==> src/rtl/viterbi_flush_injector_pkg.sv <==
// viterbi_flush_injector_pkg: shared state encoding and soft-bit constants for the flush injector
package viterbi_flush_injector_pkg;
  localparam int SOFT_W = 3;
  localparam logic [1:0] ERASE_BOTH = 2'b11;
  typedef enum logic [1:0] {
    S_PASS  = 2'd0,
    S_ARMED = 2'd1,
    S_FLUSH = 2'd2,
    S_DONE  = 2'd3
  } state_t;
endpackage

==> src/rtl/viterbi_flush_injector_soft_pair_reg.sv <==
// viterbi_flush_injector_soft_pair_reg: registered soft-bit pair output stage, data zeroed when not valid
module viterbi_flush_injector_soft_pair_reg
  import viterbi_flush_injector_pkg::*;
(
  input  logic              clock,
  input  logic              reset,
  input  logic              load,
  input  logic [SOFT_W-1:0] d_a,
  input  logic [SOFT_W-1:0] d_b,
  input  logic [1:0]        d_erase,
  output logic              q_valid,
  output logic [SOFT_W-1:0] q_a,
  output logic [SOFT_W-1:0] q_b,
  output logic [1:0]        q_erase
);
  always_ff @(posedge clock) begin
    if (reset) begin
      q_valid <= 1'b0;
      q_a     <= '0;
      q_b     <= '0;
      q_erase <= '0;
    end else begin
      q_valid <= load;
      q_a     <= load ? d_a : '0;
      q_b     <= load ? d_b : '0;
      q_erase <= load ? d_erase : '0;
    end
  end
endmodule

==> src/rtl/viterbi_flush_injector.sv <==
// viterbi_flush_injector: forwards soft-bit pairs with one cycle latency and, once the last symbol
// has drained, injects FLUSH_LEN erased pairs so the Viterbi traceback releases the tail early
module viterbi_flush_injector
  import viterbi_flush_injector_pkg::*;
#(
  parameter int FLUSH_LEN  = 72,
  parameter int GAP_CYCLES = 4
) (
  input  logic              clock,
  input  logic              reset,
  input  logic              enable,
  input  logic              in_valid,
  input  logic [SOFT_W-1:0] in_a,
  input  logic [SOFT_W-1:0] in_b,
  input  logic [1:0]        in_erase,
  input  logic              last_sym_flag,
  output logic              out_valid,
  output logic [SOFT_W-1:0] out_a,
  output logic [SOFT_W-1:0] out_b,
  output logic [1:0]        out_erase,
  output logic              flush_active,
  output logic              flush_done
);
  localparam int FW = $clog2(FLUSH_LEN + 1);
  localparam int GW = $clog2(GAP_CYCLES + 1);
  localparam logic [FW-1:0] FLUSH_LAST = FW'(FLUSH_LEN - 1);
  localparam logic [GW-1:0] GAP_LAST   = GW'(GAP_CYCLES - 1);
  state_t            state, state_next;
  logic [GW-1:0]     gap_cnt, gap_next;
  logic [FW-1:0]     flush_cnt, flush_next;
  logic              inject, load, done_next;
  logic [SOFT_W-1:0] pair_a, pair_b;
  logic [1:0]        pair_erase;
  always_ff @(posedge clock) begin
    if (reset) begin
      state        <= S_PASS;
      gap_cnt      <= '0;
      flush_cnt    <= '0;
      flush_active <= 1'b0;
      flush_done   <= 1'b0;
    end else begin
      state        <= state_next;
      gap_cnt      <= gap_next;
      flush_cnt    <= flush_next;
      flush_active <= state_next == S_FLUSH;
      flush_done   <= done_next;
    end
  end
  // counters and state only move on enabled cycles; input always wins over injection
  always_comb begin
    state_next = state;
    gap_next   = gap_cnt;
    flush_next = flush_cnt;
    if (enable) begin
      case (state)
        S_PASS: begin
          if (last_sym_flag) begin
            state_next = S_ARMED;
            gap_next   = '0;
          end
        end
        S_ARMED: begin
          if (in_valid) gap_next = '0;
          else if (gap_cnt == GAP_LAST) begin
            state_next = S_FLUSH;
            flush_next = '0;
          end else gap_next = gap_cnt + 1'b1;
        end
        S_FLUSH: begin
          if (!in_valid) begin
            flush_next = flush_cnt + 1'b1;
            if (flush_cnt == FLUSH_LAST) state_next = S_DONE;
          end
        end
        default: ;
      endcase
    end
  end
  always_comb begin
    inject     = enable && !in_valid && state == S_FLUSH;
    done_next  = inject && flush_cnt == FLUSH_LAST;
    load       = in_valid || inject;
    pair_a     = in_valid ? in_a : '0;
    pair_b     = in_valid ? in_b : '0;
    pair_erase = in_valid ? in_erase : ERASE_BOTH;
  end
  viterbi_flush_injector_soft_pair_reg soft_pair_reg (
    .clock   (clock),
    .reset   (reset),
    .load    (load),
    .d_a     (pair_a),
    .d_b     (pair_b),
    .d_erase (pair_erase),
    .q_valid (out_valid),
    .q_a     (out_a),
    .q_b     (out_b),
    .q_erase (out_erase)
  );
endmodule

==> config.mk <==
export PLATFORM = sky130hd
export DESIGN_NAME = viterbi_flush_injector
export DESIGN_NICKNAME = d
export VERILOG_FILES = /design/src/rtl/viterbi_flush_injector_pkg.sv /design/src/rtl/viterbi_flush_injector_soft_pair_reg.sv /design/src/rtl/viterbi_flush_injector.sv
export SDC_FILE = /design/constraint.sdc
export NUM_CORES = 1
export LEC_CHECK = 0
export ABC_AREA = 1
export BUFFER_PORTS_ARGS = -buffer_cell sky130_fd_sc_hd__buf_4
export CAP_MARGIN = 20
export CELL_PAD_IN_SITES_DETAIL_PLACEMENT = 1
export CELL_PAD_IN_SITES_GLOBAL_PLACEMENT = 1
export CORE_ASPECT_RATIO = 1.2
export CORE_MARGIN = 3
export CORE_UTILIZATION = 32
export CTS_CLUSTER_DIAMETER = 60
export CTS_CLUSTER_SIZE = 28
export DETAILED_ROUTE_END_ITERATION = 16
export PLACE_DENSITY = 0.77
export SLEW_MARGIN = 20
export SYNTH_ARGS = -nofsm -noshare
export SYNTH_HDL_FRONTEND = slang
export SYNTH_SLANG_ARGS = --single-unit
==> constraint.sdc <==
create_clock -name clock -period 1.3 [get_ports clock]
set_clock_uncertainty 0.1 [all_clocks]
set_input_delay 0.065 -clock clock [delete_from_list [all_inputs] [get_ports clock]]
set_output_delay 0.065 -clock clock [all_outputs]
set_load 0.005 [all_outputs]
# After elaboration in Yosys (flattened, before gate mapping)
# Index checks and enable logic that the tools add are counted.
op_classes:
  n_bitwise: 2
  add_sub_neg: 2
  n_eq_ne: 10
  n_reduce_logical: 12
  muxes: 16
ops:
  columns: ["op", "count"]
  rows:
  - ["two-way mux 7 bit", 3]
  - ["two-way mux 2 bit", 7]
  - ["one-hot mux 7 bit (2 select lines)", 1]
  - ["two-way mux 3 bit", 3]
  - ["inequality test 2 bit, second input constant", 4]
  - ["adder 7 x 1 -> 7 bit, second input constant", 1]
  - ["equality test 7 bit, second input constant", 1]
  - ["one-hot mux 2 bit (3 select lines)", 1]
  - ["one-hot mux 3 bit (2 select lines)", 1]
  - ["AND reduction 5 bit", 1]
  - ["equality test 2 bit, second input constant", 2]
  - ["AND reduction 4 bit", 1]
  - ["nonzero test 2 bit", 2]
  - ["adder 3 x 1 -> 3 bit, second input constant", 1]
  - ["equality test 3 x 2 -> 1 bit, second input constant", 1]
  - ["logical AND 1 bit", 3]
  - ["inequality test 3 bit, second input constant", 1]
  - ["OR reduction 3 bit", 1]
  - ["equality test 2 x 1 -> 1 bit, second input constant", 1]
  - ["zero test 2 bit", 1]
  - ["NOT 1 bit", 2]
  - ["OR reduction 2 bit", 1]
  - ["zero test 1 bit", 1]
  - ["logical OR 1 bit", 1]
totals:
  reg_bits: 23
  out_inout_bits: 11
  inputBits: 13

# Longest topological paths before layout
# Gate-level depths: netlist of the first run.
depth:
  depth_word: 6
  ltp_mapped: 9
  depth_no_buf: 9

# Modules after synthesis
# From an unflattened synthesis of the first run, not the netlist that was laid out.
unflattened:
  cells_unflattened: 159
  area_unflattened_um2: 1106.1
by_module_without_submodules:
  columns: ["mod", "seq_area_each_um2", "cells_each", "instances", "area_each_um2"]
  rows:
  - ["viterbi_flush_injector", 280.3, 131, 1, 847.1]
  - ["viterbi_flush_injector_soft_pair_reg", 180.2, 28, 1, 259.0]

# Worst setup path before layout of the first run
# No wires, ideal clock.
synth_timing:
  kind: "register -> register"
  startpoint: "register gap_cnt[0]"
  endpoint: "register flush_cnt[2]"
  period_less_slack_ns: 1.327
  arrival_time_ns: 1.111
  stages_incl_launch_ff: 9
  path_slack_ns: -0.027
  cell_sequence: "dfxtp_1 -> ha_1 -> ha_1 -> nand3_1 -> nand2_2 -> nand2_1 -> inv_1 -> nand2_1 -> a21oi_1"
synth_between:
  elab_chain_len: 3
synth_lines:
  columns: ["item", "line", "rtl"]
  rows:
  - ["from (decl)", "viterbi_flush_injector.sv:29", "logic [GW-1:0] gap_cnt, gap_next;"]
  - ["from (signal assigned)", "viterbi_flush_injector.sv:43", "gap_cnt <= gap_next;"]
  - ["equality test 3 x 2 -> 1 bit", "viterbi_flush_injector.sv:64", "else if (gap_cnt == GAP_LAST) begin"]
  - ["inequality test 2 bit (no line)", null, null]
  - ["AND reduction 5 bit (no line)", null, null]
  - ["to (signal assigned)", "viterbi_flush_injector.sv:44", "flush_cnt <= flush_next;"]
  - ["to (decl)", "viterbi_flush_injector.sv:30", "logic [FW-1:0] flush_cnt, flush_next;"]
# Every way passes these cells.
# A chain may end at the register's enable or synchronous reset.

# Worst setup path in the final report of the first run
# Ends and elaborated chain as after synthesis.

==> results of run 1 <==
per-layer routing:
metal	vias to the layer above	part of all wire	wire length (um)	GRT usage
li1	527	-	-	-
met1	514	0.38	1335	0.2146
met2	18	0.58	2039	0.3699
met3	9	0.015	51	0.02344
met4	0	0.024	84	0.08605
met5	-	0	0	0
worst register-to-register path, stage by stage (launching register included):
cell	delay (ns)
dfxtp_2	0.38
ha_4	0.14
ha_4	0.15
nand3_4	0.11
nand2_8	0.12
nand2_4	0.07
inv_2	0.07
nand2_1	0.06
a21oi_2	0.13
per-stage QoR:
step / cell area, sq um / setup slack, ns
global placement: 1230 / -0.07364
global route: 1607 / -0.1504
detailed placement: 1230 / -0.1457
floorplan: 977.2 / 0.005475
CTS: 1505 / -0.05305
finish: 1607 / -0.08957
worst max path at each step:
| stage | start | to | cells past startpoint | slack (ns) |
|---|---|---|---|---|
| 2_1_floorplan | gap_cnt[0] | gap_cnt[0] | 8 | 0.005 |
| 3_3_place_gp | gap_cnt[1] | state[0] | 9 | -0.07 |
| 3_5_place_dp | gap_cnt[1] | flush_cnt[2] | 8 | -0.15 |
| 4_1_cts | gap_cnt[1] | flush_cnt[2] | 8 | -0.05 |
| 5_1_grt | gap_cnt[0] | gap_cnt[0] | 9 | -0.15 |
| 6_report | gap_cnt[0] | flush_cnt[2] | 8 | -0.09 |
cell type report:
type / count / area, sq um / area share
multi-input cells: 94 / 598.1 / 0.3723
flip-flops and latches: 23 / 469.2 / 0.2921
repair buffers: 45 / 380.4 / 0.2368
inverters: 23 / 88.84 / 0.05530
well taps: 34 / 42.54 / 0.02648
clock buffers: 3 / 22.52 / 0.01402
clock inverters: 1 / 5.005 / 0.003115
flip-flops by register name, indices dropped and copies added (netlist names):
name                   flops
soft_pair_reg.q_valid      1
state                      2
flush_active               1
soft_pair_reg.q_b          3
flush_cnt                  7
gap_cnt                    3
soft_pair_reg.q_erase      2
flush_done                 1
soft_pair_reg.q_a          3
cell usage in the layout, fill, tap and decap left out:
cell           netlist  routed
a21oi_1              4       1
a21oi_2              0       3
buf_4                0      28
clkbuf_4             0       3
clkinv_2             0       1
dfxtp_1             23      18
dfxtp_2              0       4
dfxtp_4              0       1
dlygate4sd3_1        0      17
ha_1                 3       1
ha_4                 0       2
inv_1               20      18
inv_2                3       4
inv_4                0       1
nand2_1             31      22
nand2_2              4       8
nand2_4              0       4
nand2_8              0       1
nand3_1             14       8
nand3_2              0       3
nand3_4              0       3
nand4_1              1       1
nor2_1              32      24
nor2_2               0       6
nor2_4               0       2
nor3_1               1       1
nor3b_1              1       1
o21ai_0              3       1
o21ai_1              0       2
cell families after synthesis:
logic type / Yosys count / share of synthesized area
buffers and inverters: 23 / 0.08903
and+or+nand+nor: 84 / 0.3613
adders and majority gates: 3 / 0.03871
DFF: 23 / 0.4748
AOI/OAI and AO/OA: 7 / 0.03613
report_power, final:
group,leakage [nW],internal [mW],switching [mW]
Clock,0.0177,0.116,0.237
Sequential,0.190,0.722,0.0107
Combinational,0.534,0.105,0.101
Total,0.741,0.943,0.348
repair_timing:
| item | in CTS | in global routing |
|---|---|---|
| pin swaps | 10 | 15 |
| endpoints found under the setup margin | 12 | 17 |
| gates resized for setup | 22 | 29 |
| hold endpoints to repair | 18 | 0 |
| hold buffers | 17 | 0 |
| gates cloned | 0 | 0 |
| buffers inserted | 0 | 1 |
==> impl_metrics.tcl, run 1 <==
set metrics [dict create \
    synth_top_area_share 0.4748 \
    cts_buffers 3 \
    synth.largest_area_cell "dfxtp_1" \
    yosysMostFrequentCell "nor2_1" \
    dr_total_vias 1068 \
    yosys-top-cells-area "dfxtp_1, nor2_1, nand2_1" \
    p_leak_nw 0.7412 \
    period_minus_slack_ns 1.390 \
    cp_slowest_cell "dfxtp_2" \
    min_path_cells 3 \
    r2r-end "flush_cnt[2]" \
    ys_async_sr_fraction 0 \
    htreeDepth 1 \
    antenna_cells 0 \
    finalSetupViolCount 11 \
    gp_congestion 0.7648 \
    synth.avg_cell_area_sq_um 6.926 \
    maxSlewHeadroom 0.7731 \
    fin_cells 223 \
    worst_r2r_path_depth 8 \
    grt_pass1_wl_um 5575 \
    io_pins 24 \
    finalWorstSetupSlack_ns -0.08957 \
    r2r_start "gap_cnt[0]" \
    port_buffers 23 \
    synth_commonest_cells "nor2_1, nand2_1, dfxtp_1, inv_1, nand3_1" \
    hpwl_um 1953 \
    synthFlopType "dfxtp_1" \
    grt_antenna_before_repair 0 \
    final_hold_viol_count 0 \
    syn_to_final_growth_pct 65.68 \
    ys_seq_area_frac 0.4748 \
    hp-class "in2reg" \
    period_share 1.069 \
    core_area_sq_um 2838 \
    wire_per_inst_um 15.74 \
    drc 0 \
    fp-row-count 21 \
    worstSetupEndpointType "flip-flop" \
    rsz0062_at_grt "yes" \
    cts_sinks 23 \
    wl_um 3509 \
    syn-num-nets 156 \
    place_inst 202 \
    p_total_mw 1.291 \
    max_stage_delay_ns 0.38 \
    die_width_um 56.25 \
    finalNetCount 206 \
    nFillCells 348 \
    max_slew.worst_pin.slew_ns 0.3392 \
    cts-root-buf "clkbuf_4" \
    power_density_nw_per_um2 803.8 \
    min-delay-start "in_valid" \
    finalMaxSlewViolations 0 \
    die_h_um 66.30 \
    max-cap-violations 0 \
    detail-route-antenna-nets 0 \
    clk_latency_ns 0.33 \
    worstSetupPathType "reg2reg" \
    max_freq_mhz 719.6 \
    hold_slack_ns 0.03832 \
    clk_pin_slew_ns 0.14 \
    cts.path.max_buffers 2 \
    gr-usage-all-layers 0.1948 \
    synth_seq_cells 23 \
    synth_edf_count 0 \
    violations "negative setup slack" \
    cp-start-kind "flip-flop" \
    syn_area_sq_um 969.7 \
    start_util 0.3417 \
    grt_max_degree 14 \
    cp_data_arrival_time_ns 1.55 \
    synth_cell_type_count 13 \
    cts_tree "yes" \
    reg2reg_slack_ns -0.09 \
    vdd_drop_max_uv 650.4 \
    path_common_cell "ha_4" \
    viasPerCell 4.789 \
    fin_util 0.5661 \
    grt-ovfl-total 0 \
    hold_end "soft_pair_reg.q_b[2]" \
    grt_pass1_vias 1181 \
    critPathMaxFanout 6 \
    setup_tns_ns -0.4870 \
    dieArea_sq_um 3729 \
    path_delay_family "flip-flops" \
    yosysWarnings 0 \
    drtIter0Drc 18 \
    netlist_instances 140 \
    required_ns 1.46 \
    cp_cell_sequence "ha_4 > ha_4 > nand3_4 > nand2_8 > nand2_4 > inv_2 > nand2_1 > a21oi_2" \
    layout-drive-gt1-share 0.3915 \
    critical_path.n_buffers_inverters 1 \
    drtPass1Iterations 2 \
    status "complete, but fails checks" \
]
(Power assumes the default switching activity.)
==> inputs of run 2 (changes only) <==
--- a/config.mk
+++ b/config.mk
@@ -12,11 +12,12 @@
 export CELL_PAD_IN_SITES_GLOBAL_PLACEMENT = 1
 export CORE_ASPECT_RATIO = 1.2
 export CORE_MARGIN = 3
-export CORE_UTILIZATION = 32
+export CORE_UTILIZATION = 38
 export CTS_CLUSTER_DIAMETER = 60
 export CTS_CLUSTER_SIZE = 28
 export DETAILED_ROUTE_END_ITERATION = 16
-export PLACE_DENSITY = 0.77
+export GPL_TIMING_DRIVEN = 0
+export PLACE_DENSITY = 0.85
 export SLEW_MARGIN = 20
 export SYNTH_ARGS = -nofsm -noshare
 export SYNTH_HDL_FRONTEND = slang
==> constraint.sdc (replaced) <==
create_clock -name clock -period 1.65 [get_ports clock]
set_clock_uncertainty 0.1 [all_clocks]
set_input_delay 0.0825 -clock clock [delete_from_list [all_inputs] [get_ports clock]]
set_output_delay 0.0825 -clock clock [all_outputs]
set_load 0.005 [all_outputs]
==> run 2 against run 1 <==
Compared with the run above: the run ends with negative hold slack left; worst setup slack gained 0.18 ns; critical path depth increased by 1; sequential share of layout area up 5.7 points; die area is 14% lower; wire length fell by 5.0%; global-route usage grew 4.4 points; combinational power fell by 40%; utilization decreased by 0.37 points; hold slack worse by 0.041 ns; count of clock-buffer cells in the layout rose by 1; critical path type unchanged.
==> impl_metrics.tcl, run 2 (synthesis results as in run 1) <==
set metrics [dict create \
    maxSlewHeadroom 0.7662 \
    max_freq_mhz 641.5 \
    grt_pass1_vias 1107 \
    post_cts_buffers 0 \
    period_share 0.9448 \
    wl_met1_um 1279 \
    r2r_start "gap_cnt[0]" \
    wl_um 3333 \
    required_ns 1.80 \
    htreeDepth 1 \
    p_comb_frac 0.126 \
    p_int_mw 0.7239 \
    power_frac_clock 0.282 \
    cts_sinks 23 \
    worstSetupPathType "reg2reg" \
    grt_antenna_before_repair 0 \
    finalMaxSlewViolations 0 \
    cp-start-kind "flip-flop" \
    max_slew.worst_pin.slew_ns 0.3470 \
    gr-usage-all-layers 0.2384 \
    layout-drive-gt1-share 0.2034 \
    top_layer "met4" \
    die_width_um 52.12 \
    nFillCells 295 \
    r2r-end "state[0]" \
    syn_to_final_growth_pct 36.52 \
    p_leak_nw 0.6514 \
    fin_cells 208 \
    critPathMaxFanout 5 \
    wire_per_inst_um 16.02 \
    p_sw_frac 0.2569 \
    violations "negative hold slack" \
    detail-route-antenna-nets 0 \
    hold_slack_ns -0.002326 \
    worstSetupEndpointType "flip-flop" \
    period_minus_slack_ns 1.559 \
    rsz0062_at_grt "yes" \
    dr_total_vias 1006 \
    clk_latency_ns 0.33 \
    cts.path.max_buffers 2 \
    status "complete, but fails checks" \
    dieArea_sq_um 3196 \
    antenna_cells 0 \
    net-switching-power_mw 0.2503 \
    finalNetCount 194 \
    placed_area_sq_um 1181 \
    met3_length_um 60 \
    most-common-layout-cells "nand2_1, nor2_1, buf_4, dfxtp_1, inv_1" \
    vdd_drop_max_uv 447.7 \
    finalInstanceArea_sq_um 1324 \
    reg2reg_slack_ns 0.09 \
    die_h_um 61.34 \
    regMostFlops "flush_cnt" \
    setup_tns_ns 0 \
    seq_area_sq_um 461.7 \
    grt_max_degree 13 \
    largest_register_ffs 7 \
    worst_r2r_path_depth 9 \
    viasPerCell 4.837 \
    wl_met2_um 1884 \
    clk_pin_slew_ns 0.13 \
    place_inst 194 \
    grt_pass1_wl_um 5223 \
    crit_start "gap_cnt[0]" \
    drc 0 \
    hp-class "in2reg" \
    cp_data_arrival_time_ns 1.70 \
    core_area_sq_um 2354 \
    hpwl_um 1989 \
    cts-root-buf "clkbuf_4" \
    crit_end "state[0]" \
    power_density_nw_per_um2 735.9 \
    max-cap-violations 0 \
    io_pins 24 \
    port_buffers 23 \
    multiInputGateArea_sq_um 437.9 \
    cts_buffers 3 \
    cts_tree "yes" \
    finalSetupViolCount 0 \
    drtPass1Iterations 4 \
    power_frac_seq 0.592 \
    p_total_mw 0.9742 \
    fp-row-count 19 \
    start_util 0.4120 \
    final_hold_viol_count 1 \
    drtIter0Drc 8 \
    grt-ovfl-total 0 \
    gp_congestion 0.8774 \
]
-- run 2: cell types whose count changed in the layout (fill, tap and decap cells not counted), moves of 5 or more --
cell           before  now
buf_4              28   23
dlygate4sd3_1      17   10
nand2_1            22   31
nand3_1             8   14
nor2_1             24   31
nor2_2              6    1
-- run 2: stage by stage --
stage,setup WS (ns),utilization
finish,0.09112,0.5625
CTS,0.09627,0.5556
global route,-0.02368,0.5625
global placement,0.1893,0.5019
detailed placement,0.1322,0.5019
floorplan,0.3229,-
-- run 2: worst min-delay path by stage --
stage | from | to | slack (ns) | cells past startpoint
6_report | enable | gap_cnt[2] | -0.002 | 4
5_1_grt | enable | gap_cnt[2] | 0.01 | 4
4_1_cts | enable | gap_cnt[2] | 0.001 | 4
3_5_place_dp | reset | gap_cnt[2] | 0.21 | 2
3_3_place_gp | in_a[2] | soft_pair_reg.q_a[2] | 0.20 | 3
2_1_floorplan | reset | flush_cnt[2] | 0.05 | 1
-- run 2: metal layers --
metal	vias to the layer above	global-route usage
met5	-	0
met4	0	0.1311
met3	9	0.03148
met2	19	0.4632
met1	474	0.2432
li1	504	-
-- run 2: worst max-delay path, stage by stage (launching register included) --
cell	delay (ns)
dfxtp_2	0.37
ha_1	0.21
ha_4	0.17
nand2_1	0.08
nand2_1	0.11
nand2_2	0.08
nand2_2	0.11
nand3_1	0.12
nand2_1	0.08
inv_1	0.04
-- run 2: area by class of cell --
type                            count  area share
Inverter                           23     0.06522
Timing Repair Buffer               33      0.2060
Tap cell                           31     0.02930
Clock buffer                        4     0.01985
Multi-Input combinational cell     94      0.3308
Sequential cell                    23      0.3488
-- run 2: timing repair --
action                                  4_1_cts  5_1_grt
endpoints found under the setup margin        0        8
hold endpoints to repair                     13        0
gates resized for setup                       0        5
hold buffers                                 10        0
-- run 2: power groups by stage --
stage                     logic (mW)  registers, mW  clock network [mW]
after global routing           0.133          0.579               0.304
after global placement        0.0910          0.587                   0
after detailed placement      0.0939          0.588                   0
final                          0.123          0.577               0.274
after floorplan               0.0398          0.588                   0
after CTS                      0.114          0.576               0.273
